**src/rtl/score_bcd.sv**
```systemverilog
// score_bcd: iterative binary-to-BCD converter (double dabble, one bit per clock)
// with a start/done handshake and held decimal digits for the score renderer.
module score_bcd #(
    parameter int BIN_WIDTH = 14,
    parameter int DIGITS    = 4,
    parameter int MAX_VALUE = 9999
) (
    input  logic                    clk,
    input  logic                    rst_n,
    input  logic                    start,
    input  logic [BIN_WIDTH-1:0]    value,
    output logic                    busy,
    output logic                    done,
    output logic [DIGITS*4-1:0]     digits,
    output logic                    overflow
);

    localparam int                   CNT_W      = $clog2(BIN_WIDTH + 1);
    localparam logic [CNT_W-1:0]     LAST_COUNT = CNT_W'(BIN_WIDTH - 1);
    localparam logic [BIN_WIDTH-1:0] MAX_BIN    = BIN_WIDTH'(MAX_VALUE);

    typedef enum logic [1:0] {
        IDLE  = 2'd0,
        SHIFT = 2'd1,
        DONE  = 2'd2
    } state_t;

    state_t                  state;
    state_t                  state_next;
    logic [BIN_WIDTH-1:0]    bin;
    logic [DIGITS*4-1:0]     scratch;
    logic [DIGITS*4-1:0]     scratch_adj;
    logic [CNT_W-1:0]        count;
    logic                    ovf_pending;

    // Both SHIFT and DONE count as busy so the renderer can tell a result is pending
    assign busy = (state != IDLE);

    // State register; reset aborts any conversion in flight
    always_ff @(posedge clk or negedge rst_n) begin
        if (!rst_n) begin
            state <= IDLE;
        end else begin
            state <= state_next;
        end
    end

    // Next state: accept in IDLE, shift BIN_WIDTH times, then one DONE cycle
    always_comb begin
        state_next = state;
        case (state)
            IDLE:    if (start) state_next = SHIFT;
            SHIFT:   if (count == LAST_COUNT) state_next = DONE;
            DONE:    state_next = IDLE;
            default: state_next = IDLE;
        endcase
    end

    // Add-3 correction: every nibble of 5 or more gets +3 before the shift, no carries
    always_comb begin
        scratch_adj = scratch;
        for (int i = 0; i < DIGITS; i++) begin
            if (scratch[4*i +: 4] >= 4'd5) begin
                scratch_adj[4*i +: 4] = scratch[4*i +: 4] + 4'd3;
            end
        end
    end

    // Datapath: saturate and load on accept, shift while converting, publish on DONE
    always_ff @(posedge clk or negedge rst_n) begin
        if (!rst_n) begin
            bin         <= '0;
            scratch     <= '0;
            count       <= '0;
            ovf_pending <= 1'b0;
            digits      <= '0;
            overflow    <= 1'b0;
            done        <= 1'b0;
        end else begin
            done <= 1'b0;
            case (state)
                IDLE: begin
                    if (start) begin
                        bin         <= (value > MAX_BIN) ? MAX_BIN : value;
                        ovf_pending <= (value > MAX_BIN);
                        scratch     <= '0;
                        count       <= '0;
                    end
                end
                SHIFT: begin
                    scratch <= {scratch_adj[DIGITS*4-2:0], bin[BIN_WIDTH-1]};
                    bin     <= {bin[BIN_WIDTH-2:0], 1'b0};
                    count   <= count + CNT_W'(1);
                end
                DONE: begin
                    digits   <= scratch;
                    overflow <= ovf_pending;
                    done     <= 1'b1;
                end
                default: ;
            endcase
        end
    end

endmodule

```
**config.mk**
```make
export PLATFORM = sky130hd
export DESIGN_NAME = score_bcd
export DESIGN_NICKNAME = d
export VERILOG_FILES = /design/src/rtl/score_bcd.sv
export SDC_FILE = /design/constraint.sdc
export NUM_CORES = 1
export LEC_CHECK = 0
export ABC_AREA = 1
export CAP_MARGIN = 0
export CORE_ASPECT_RATIO = 1.5
export CORE_MARGIN = 3
export CORE_UTILIZATION = 50
export CTS_BUF_LIST = sky130_fd_sc_hd__clkbuf_8
export DETAILED_ROUTE_END_ITERATION = 6
export PLACE_DENSITY = 0.74
export SYNTH_ARGS = -nofsm -noshare
export SYNTH_HDL_FRONTEND = slang
export SYNTH_SLANG_ARGS = --single-unit
```
**constraint.sdc**
```tcl
create_clock -name clk -period 1.8 [get_ports clk]
set_input_delay 0.36 -clock clk [delete_from_list [all_inputs] [get_ports clk]]
set_output_delay 0.36 -clock clk [all_outputs]
set_load 0.1 [all_outputs]
```
Word-level counts from Yosys, hierarchy flattened:

Cells that the tools add are included.

* word-level logic and storage cells: 44
* register bits after elaboration: 55

* order comparisons: 5
* multiplexer cells: 15
* reductions and logical operators: 6
* add/sub/neg operators: 5
* eq/ne operators: 5

Operator list (number)
* 16-bit case mux with 2 select lines: 1
* 14-bit two-way mux: 2
* 14-bit case mux with 2 select lines: 1
* 4-bit by 3-bit >= comparator with 1-bit output (second input constant): 4
* 16-bit two-way mux: 1
* 4-bit two-way mux: 4
* 14-bit greater-than comparator (second input constant): 1
* 4-bit by 2-bit adder with 4-bit output (second input constant): 3
* 4-bit case mux with 2 select lines: 1
* 2-bit AND reduction: 3
* 4-bit by 1-bit adder with 4-bit output (second input constant): 1
* 4-bit == test (second input constant): 1
* 2-bit two-way mux: 2
* 2-bit inequality test (second input constant): 2
* 2-bit case mux with 2 select lines: 1
* 2-bit nonzero test: 2
* 3-bit by 2-bit adder with 3-bit output (second input constant): 1
* 3-bit two-way mux: 1
* 2-bit by 1-bit == test with 1-bit output (second input constant): 1
* 2-bit == test (second input constant): 1
* 2-bit zero test: 1
* 1-bit two-way mux: 1

Longest topological paths before layout:

* depth after elaboration: 4
* gate-level depth with buffers: 9
* gate-level depth less buffers: 9

Worst setup path before layout:

Ideal clock, no wire load.

* path kind: flip-flop to output port
* start point: reg state[0]
* end point: out busy
* path slack: 326 ps
* stages on the path, launching flop included: 3
* arrival: 1114 ps
* path through: dfrtp_1 -> inv_1 -> nand2_1

* word-level cells in the longest chain between the ends: 1

RTL lines
* start, declared: line 28 `state_t state;`
* start signal, assigned: line 44 `state <= state_next;`
* 2-bit nonzero test: line 37 `assign busy = (state != IDLE);`
* end, declared: line 12 `output logic busy,`

Every way passes these cells.

Final worst setup path:

Same ends and word-level chain as after synthesis.

==> flow_summary.ini <==
[floorplan]
boundaryPins = 36
initial_utilization_pct = 53.1
die_h_um = 94.6
rows = 31
die_area_um2 = 6160
fp.dieW_um = 65.1
core_um2 = 4930

[drt]
drc = 0
dr.pass1.iters = 4
viasPerCell = 5.00
antenna_left = 0
drt_iter0_drc = 82
vias = 2094
wirelength_mm = 5.03
avgRoutedWirePerCell_um = 12.0

[global_routing]
antenna_found_initial = 0
grt_max_degree = 56
track_usage_pct = 18.5
grt_pass1_wl_mm = 8.93
grt-ovfl-total = 0
grt_pass1_vias = 2059

[pwr]
comb_power_share_pct = 50.4
power_switching_share_pct = 45.3
p_int_mw = 3.24
p_clk_share_pct = 14.1
power.total_mw = 5.93
p_sw_mw = 2.69
power.density_nw_per_um2 = 1780
p_leak_nw = 1.66
power_frac_seq_pct = 35.5
vdd_drop_max_uv = 836

[final_layout]
syn_to_final_growth_pct = 27.7
final_nets = 379
final_layout_size_suffix_gt1_share_pct = 11.3
seq_area_um2 = 1380
antenna_cells = 0
multi_input_area_um2 = 1050
fill_cells = 430

[timing]
slew_viol_final = 0
setup-violations-final = 0
finalWorstSetupSlack_ps = 323
maxClockFrequency_mhz = 677
fin_tns_setup_ps = 0
rsz0062_at_grt = false
relSlewSlack_pct = 71.0
timing_hold_violations_final = 0
fin_skew_ps = 6.39
min_period_ps = 1480
tightest_slew_ps = 435
period_share_pct = 82.1

[critical_path]
cp_cell_sequence = inv_1 > nand2_1 > buf_12
crit_family = flip-flops
max_stage_delay_ps = 440
r2r-start = scratch[0]$_DFFE_PN0P_
critPathLaunch = state[0]$_DFFE_PN0P_
cp.arrival_ps = 1120
critPathLaunchType = register
worstSetupPathType = reg2out
cp_max_fo = 4
cp_num_buf_inv = 2
slowest_stage = dfrtp_1
required_ps = 1440
worstSetupEndpointType = primary output

[clocking]
numCtsBuffers = 5
postCtsSetupRepairBufs = 0
insertion_delay_ps = 320
cts-root-buf = clkbuf_8
cts_sinks = 55
clock_path_buffers = 2
tritoncts = built
clkTransAtPathRegs_ps = 100
htree_levels = 2
cts_resized = 0
hold_buffers = 0

[place]
portBuffers = 35
post-place-ws_ps = 136
dp_hpwl_mm = 3.58
gp_congestion = 0.824

[job]
maxCapViolations = 0

[logic_synthesis]
yosys.area_share.xor_xnor_pct = 1.34
syn_nets = 343
synth_fa_ha_area_share_pct = 4.78
ys_seq_elements = 55
synth_cells = 316
syn_avg_cell_area_um2 = 8.28
synth_compound_area_share_pct = 11.6
synthMuxAreaShare_pct = 0
netlist_area_um2 = 2620
yosysUniqueCellTypes = 23
synthSimpleGateAreaFrac_pct = 22.6
yosysWarnings = 0
seq_area_frac_synth_pct = 52.6
synth_top_family_by_area = simple AND/OR/NAND/NOR gates

[hold_path]
hold_path_class = in2async

[status]
status = finished clean
layout make-up:
class / instances / share of cell area [%]
multi-input combinational: 219 / 31.5
timing repair buffer: 40 / 17.9
tap: 66 / 2.47
sequential: 55 / 41.2
inverter: 31 / 3.56
clock inverter: 3 / 1.31
clock buffer: 5 / 2.06
flip-flops by register name (all words and copies together) (netlist names):
signal,cells
digits,16
scratch,16
bin,14
count,4
state,2
done,1
overflow,1
ovf_pending,1
synthesized netlist by cell type, drive strengths merged:
master / number / area share (%)
nand2: 100 / 14
xor2: 3 / 1.0
a22oi: 5 / 1.4
nand3: 18 / 3.4
o21ai: 38 / 7.4
a21oi: 4 / 0.76
o211ai: 1 / 0.29
o22ai: 7 / 1.7
nor2: 32 / 4.7
xnor2: 1 / 0.33
inv: 31 / 4.5
buf: 10 / 2.4
dfrtp: 55 / 53
clkbuf: 1 / 0.19
ha: 10 / 4.8
power by group through the flow:
| stage | registers [mW] | logic [mW] | clock network, mW |
|---|---|---|---|
| floorplan | 2.57 | 1.66 | 0 |
| global placement | 2.11 | 2.93 | 0 |
| detailed placement | 2.13 | 3.00 | 0 |
| CTS | 2.10 | 3.02 | 0.848 |
| global route | 2.17 | 3.35 | 0.899 |
| finish | 2.11 | 2.99 | 0.836 |
placed cells by master, fill, tap and decap left out, drive strengths merged, types with 2 or more instances in the layout:
cell and instances:
o21ai 38, clkdlybuf4s50 15, inv 31, xor2 3, ha 10, nand2 100, a22oi 5, o22ai 7
clkbuf 5, buf 25, a21oi 4, nand3 18, clkinv 2, nor2 32, dfrtp 55
final timing paths:
| check | end | slack (ps) | cells after the start |
|---|---|---|---|
| max | busy | 320 | 3 |
| min | scratch[15]$_DFFE_PN0P_ | 20 | 2 |
| max reg2reg | scratch[2]$_DFFE_PN0P_ | 370 | 9 |
| min reg2reg | bin[8]$_DFFE_PN0P_ | 490 | 2 |
| max in group asynchronous | bin[6]$_DFFE_PN0P_ | 1540 | 2 |
| min in group clk | bin[8]$_DFFE_PN0P_ | 490 | 2 |
through the flow:
stage / util [%] / std cells / instance area, µm² / hold WS (ps)
after floorplan: - / 316 / 2620 / 64.4
after global routing: 67.8 / 419 / 3340 / 46.4
final: 67.8 / 419 / 3340 / 19.2
after global placement: 65.6 / 411 / 3230 / 381
after detailed placement: 65.6 / 411 / 3230 / 379
after CTS: 67.8 / 419 / 3340 / 30.5
cell families after synthesis:
logic type               count (synthesis)
AND/OR/NAND/NOR                        150
buffers and inverters                   42
AO/OA/AOI/OAI                           55
XOR/XNOR                                 4
flip-flops                              55
adder cells (fa/ha/maj)                 10
layer usage:
| layer | global-route usage [%] | share of wire [%] | up-vias | routed length [µm] |
|---|---|---|---|---|
| li1 | - | - | 1079 | - |
| met1 | 20.7 | 43 | 963 | 2150 |
| met2 | 34.0 | 52 | 45 | 2630 |
| met3 | 3.57 | 3.3 | 7 | 164 |
| met4 | 7.61 | 1.6 | 0 | 79 |
| met5 | 0 | 0 | - | 0 |
Power figures use the tool's default switching activity.
==> RTL change, RTL diff (same settings) <==
`MAX_VALUE`: 9999 -> 4999.
--- a/src/rtl/score_bcd.sv
+++ b/src/rtl/score_bcd.sv
@@ -4,5 +4,5 @@
     parameter int BIN_WIDTH = 14,
     parameter int DIGITS    = 4,
-    parameter int MAX_VALUE = 9999
+    parameter int MAX_VALUE = 4999
 ) (
     input  logic                    clk,
Check against the original RTL: same outputs for any inputs over 10 cycles, from zero or initial values and one cycle with rst_n low; that may be too few to reach the edited logic, so the function may still have changed.
==> RTL change against the unedited design <==
- global-route usage up 0.14 points
- synthesized cell count up 1.3%
- combinational power up 28%
- clock skew up 0.0038 ns
- final area up 2.8%
- largest cell class unchanged
- power up 13%
- area after synthesis up 4.1%
- routed wire length up 4.7%
- sequential share of layout area down 1.1 points
- worst setup slack worse by 0.060 ns
- sequential cell count unchanged
==> RTL change: results (changes against the unedited design) <==
- Share of flip-flops with an asynchronous set or reset: 1.00 (unchanged)
- Maximum clock insertion buffer count: 2 (unchanged)
- Setup CP Type: register to register
- Post-synth cell types: 32 (+39%)
- Worst slew pin tran: 0.811 ns (+0.376 ns)
- Lkg Pwr: 0.00170 µW (+2.5%)
- DR WL/cell: 12.4 µm (+3.0%)
- Share of post-route cells with drive strength above 1: 0.140 (+0.0264)
- DP Wirelength: 3930 µm (+9.7%)
- GR Util met1: 0.196 (-0.0111)
- Antenna violations before repair: 0 (unchanged)
- # nets final: 384 (+1.3%)
- Fillers: 432 (+0.47%)
- Arr. time, crit path: 1.70 ns (+0.58 ns)
- Post-CTS Setup Inserts: 0 (unchanged)
- Crit path max fanout: 33 (+29)
- Post-synth top cells: nand2_1, dfrtp_1, o21ai_0
- Syn nets: 347 (+1.2%)
- Post-Route Skew: 0.0102 ns (+0.00384 ns)
- Number of global-route vias before repair: 2181 (+5.9%)
- DRT Pass-1 Iters: 6 (+2)
- Top Registers: digits x16, scratch x16, bin x14
- Status: complete, no violations
- Worst vdd ir: 790 µV (-5.4%)
- Ant diodes: 0 (unchanged)
- First-pass GRT wire length: 9290 µm (+4.1%)
- Top post-synthesis cells by area: dfrtp_1, nand2_1, o21ai_0, ha_1, inv_1
- Cts bufs inserted: 5 (unchanged)
- Gr usage total: 0.186 (+0.00137)
- Post-cts sizing count: 0 (unchanged)
- Reg-to-reg startpoint: state[1]
- Yosys Warn Count: 0 (unchanged)
- DR iter-0 viols: 79 (-3.7%)
- M2 GR Usage: 0.353 (+0.0131)
- Vias per inst: 5.18 (+3.7%)
- Met3 Usage GRT: 0.0347 (-0.000992)
- Gp weighted congestion: 0.834 (+1.2%)
- Seq/Total Area, Yosys: 0.505 (-0.0208)
RTL change: cell count changes after synthesis, moves of 4 or more:
cell / unedited run / this run
o21ai_0: 30 / 36
nor2_1: 31 / 27
nand3_1: 18 / 14
inv_1: 27 / 33
nand2_1: 99 / 89
buf_2: 6 / 1
nand4_1: 0 / 5
RTL change: layout make-up:
class	instances	share of cell area
clock buffer	7	0.0281
timing repair buffer	41	0.173
inverter	38	0.0437
tap	68	0.0248
sequential	55	0.401
clock inverter	1	0.00219
multi-input combinational	216	0.328
RTL change: where the power goes:
| group | leakage [µW] | switching [µW] | internal (µW) |
|---|---|---|---|
| Combinational | 0.000980 | 2470 | 1360 |
| Sequential | 0.000672 | 374 | 1760 |
| Clock | 0.0000505 | 402 | 351 |
RTL change: worst max-delay path, stage by stage (launching register included):
cell and delay, ns:
dfrtp_1 0.42, inv_2 0.11, nor2_2 0.07, inv_1 0.60, o21ai_0 0.19
RTL change: final timing paths:
path	end	slack [ns]	cells after the start
min in group clk	bin[7]	0.49	2
worst max register to register	digits[3]	0.26	4
worst min register to register	bin[7]	0.49	2
worst min-delay path	digits[9]	0.02	2
worst max-delay path	digits[3]	0.26	4
max in group asynchronous	bin[4]	1.52	2
RTL change: logic make-up after synthesis:
kind of cell	count (synthesis)	synth area share
buffers and inverters	49	0.0817
adders and majority gates	10	0.0459
AOI/OAI and AO/OA	61	0.134
and+or+nand+nor	142	0.224
DFF	55	0.505
xor gates and xnor gates	3	0.00964
RTL change: layer usage:
metal / wire length, µm / vias up / share of wire
li1: - / 1100 / -
met1: 2120 / 1039 / 0.40
met2: 2810 / 56 / 0.53
met3: 205 / 12 / 0.039
met4: 136 / 0 / 0.026
met5: 0 / - / 0
RTL change: stage by stage:
| step | util | setup WS, ns | instance area [µm²] | instances |
|---|---|---|---|---|
| 6_report | 0.660 | 0.262 | 3430 | 426 |
| 5_1_grt | 0.660 | 0.0346 | 3430 | 426 |
| 4_1_cts | 0.660 | 0.215 | 3430 | 426 |
| 3_5_place_dp | 0.640 | 0.104 | 3330 | 418 |
| 3_3_place_gp | 0.640 | 0.156 | 3330 | 418 |
| 2_1_floorplan | - | 0.335 | 2730 | 320 |
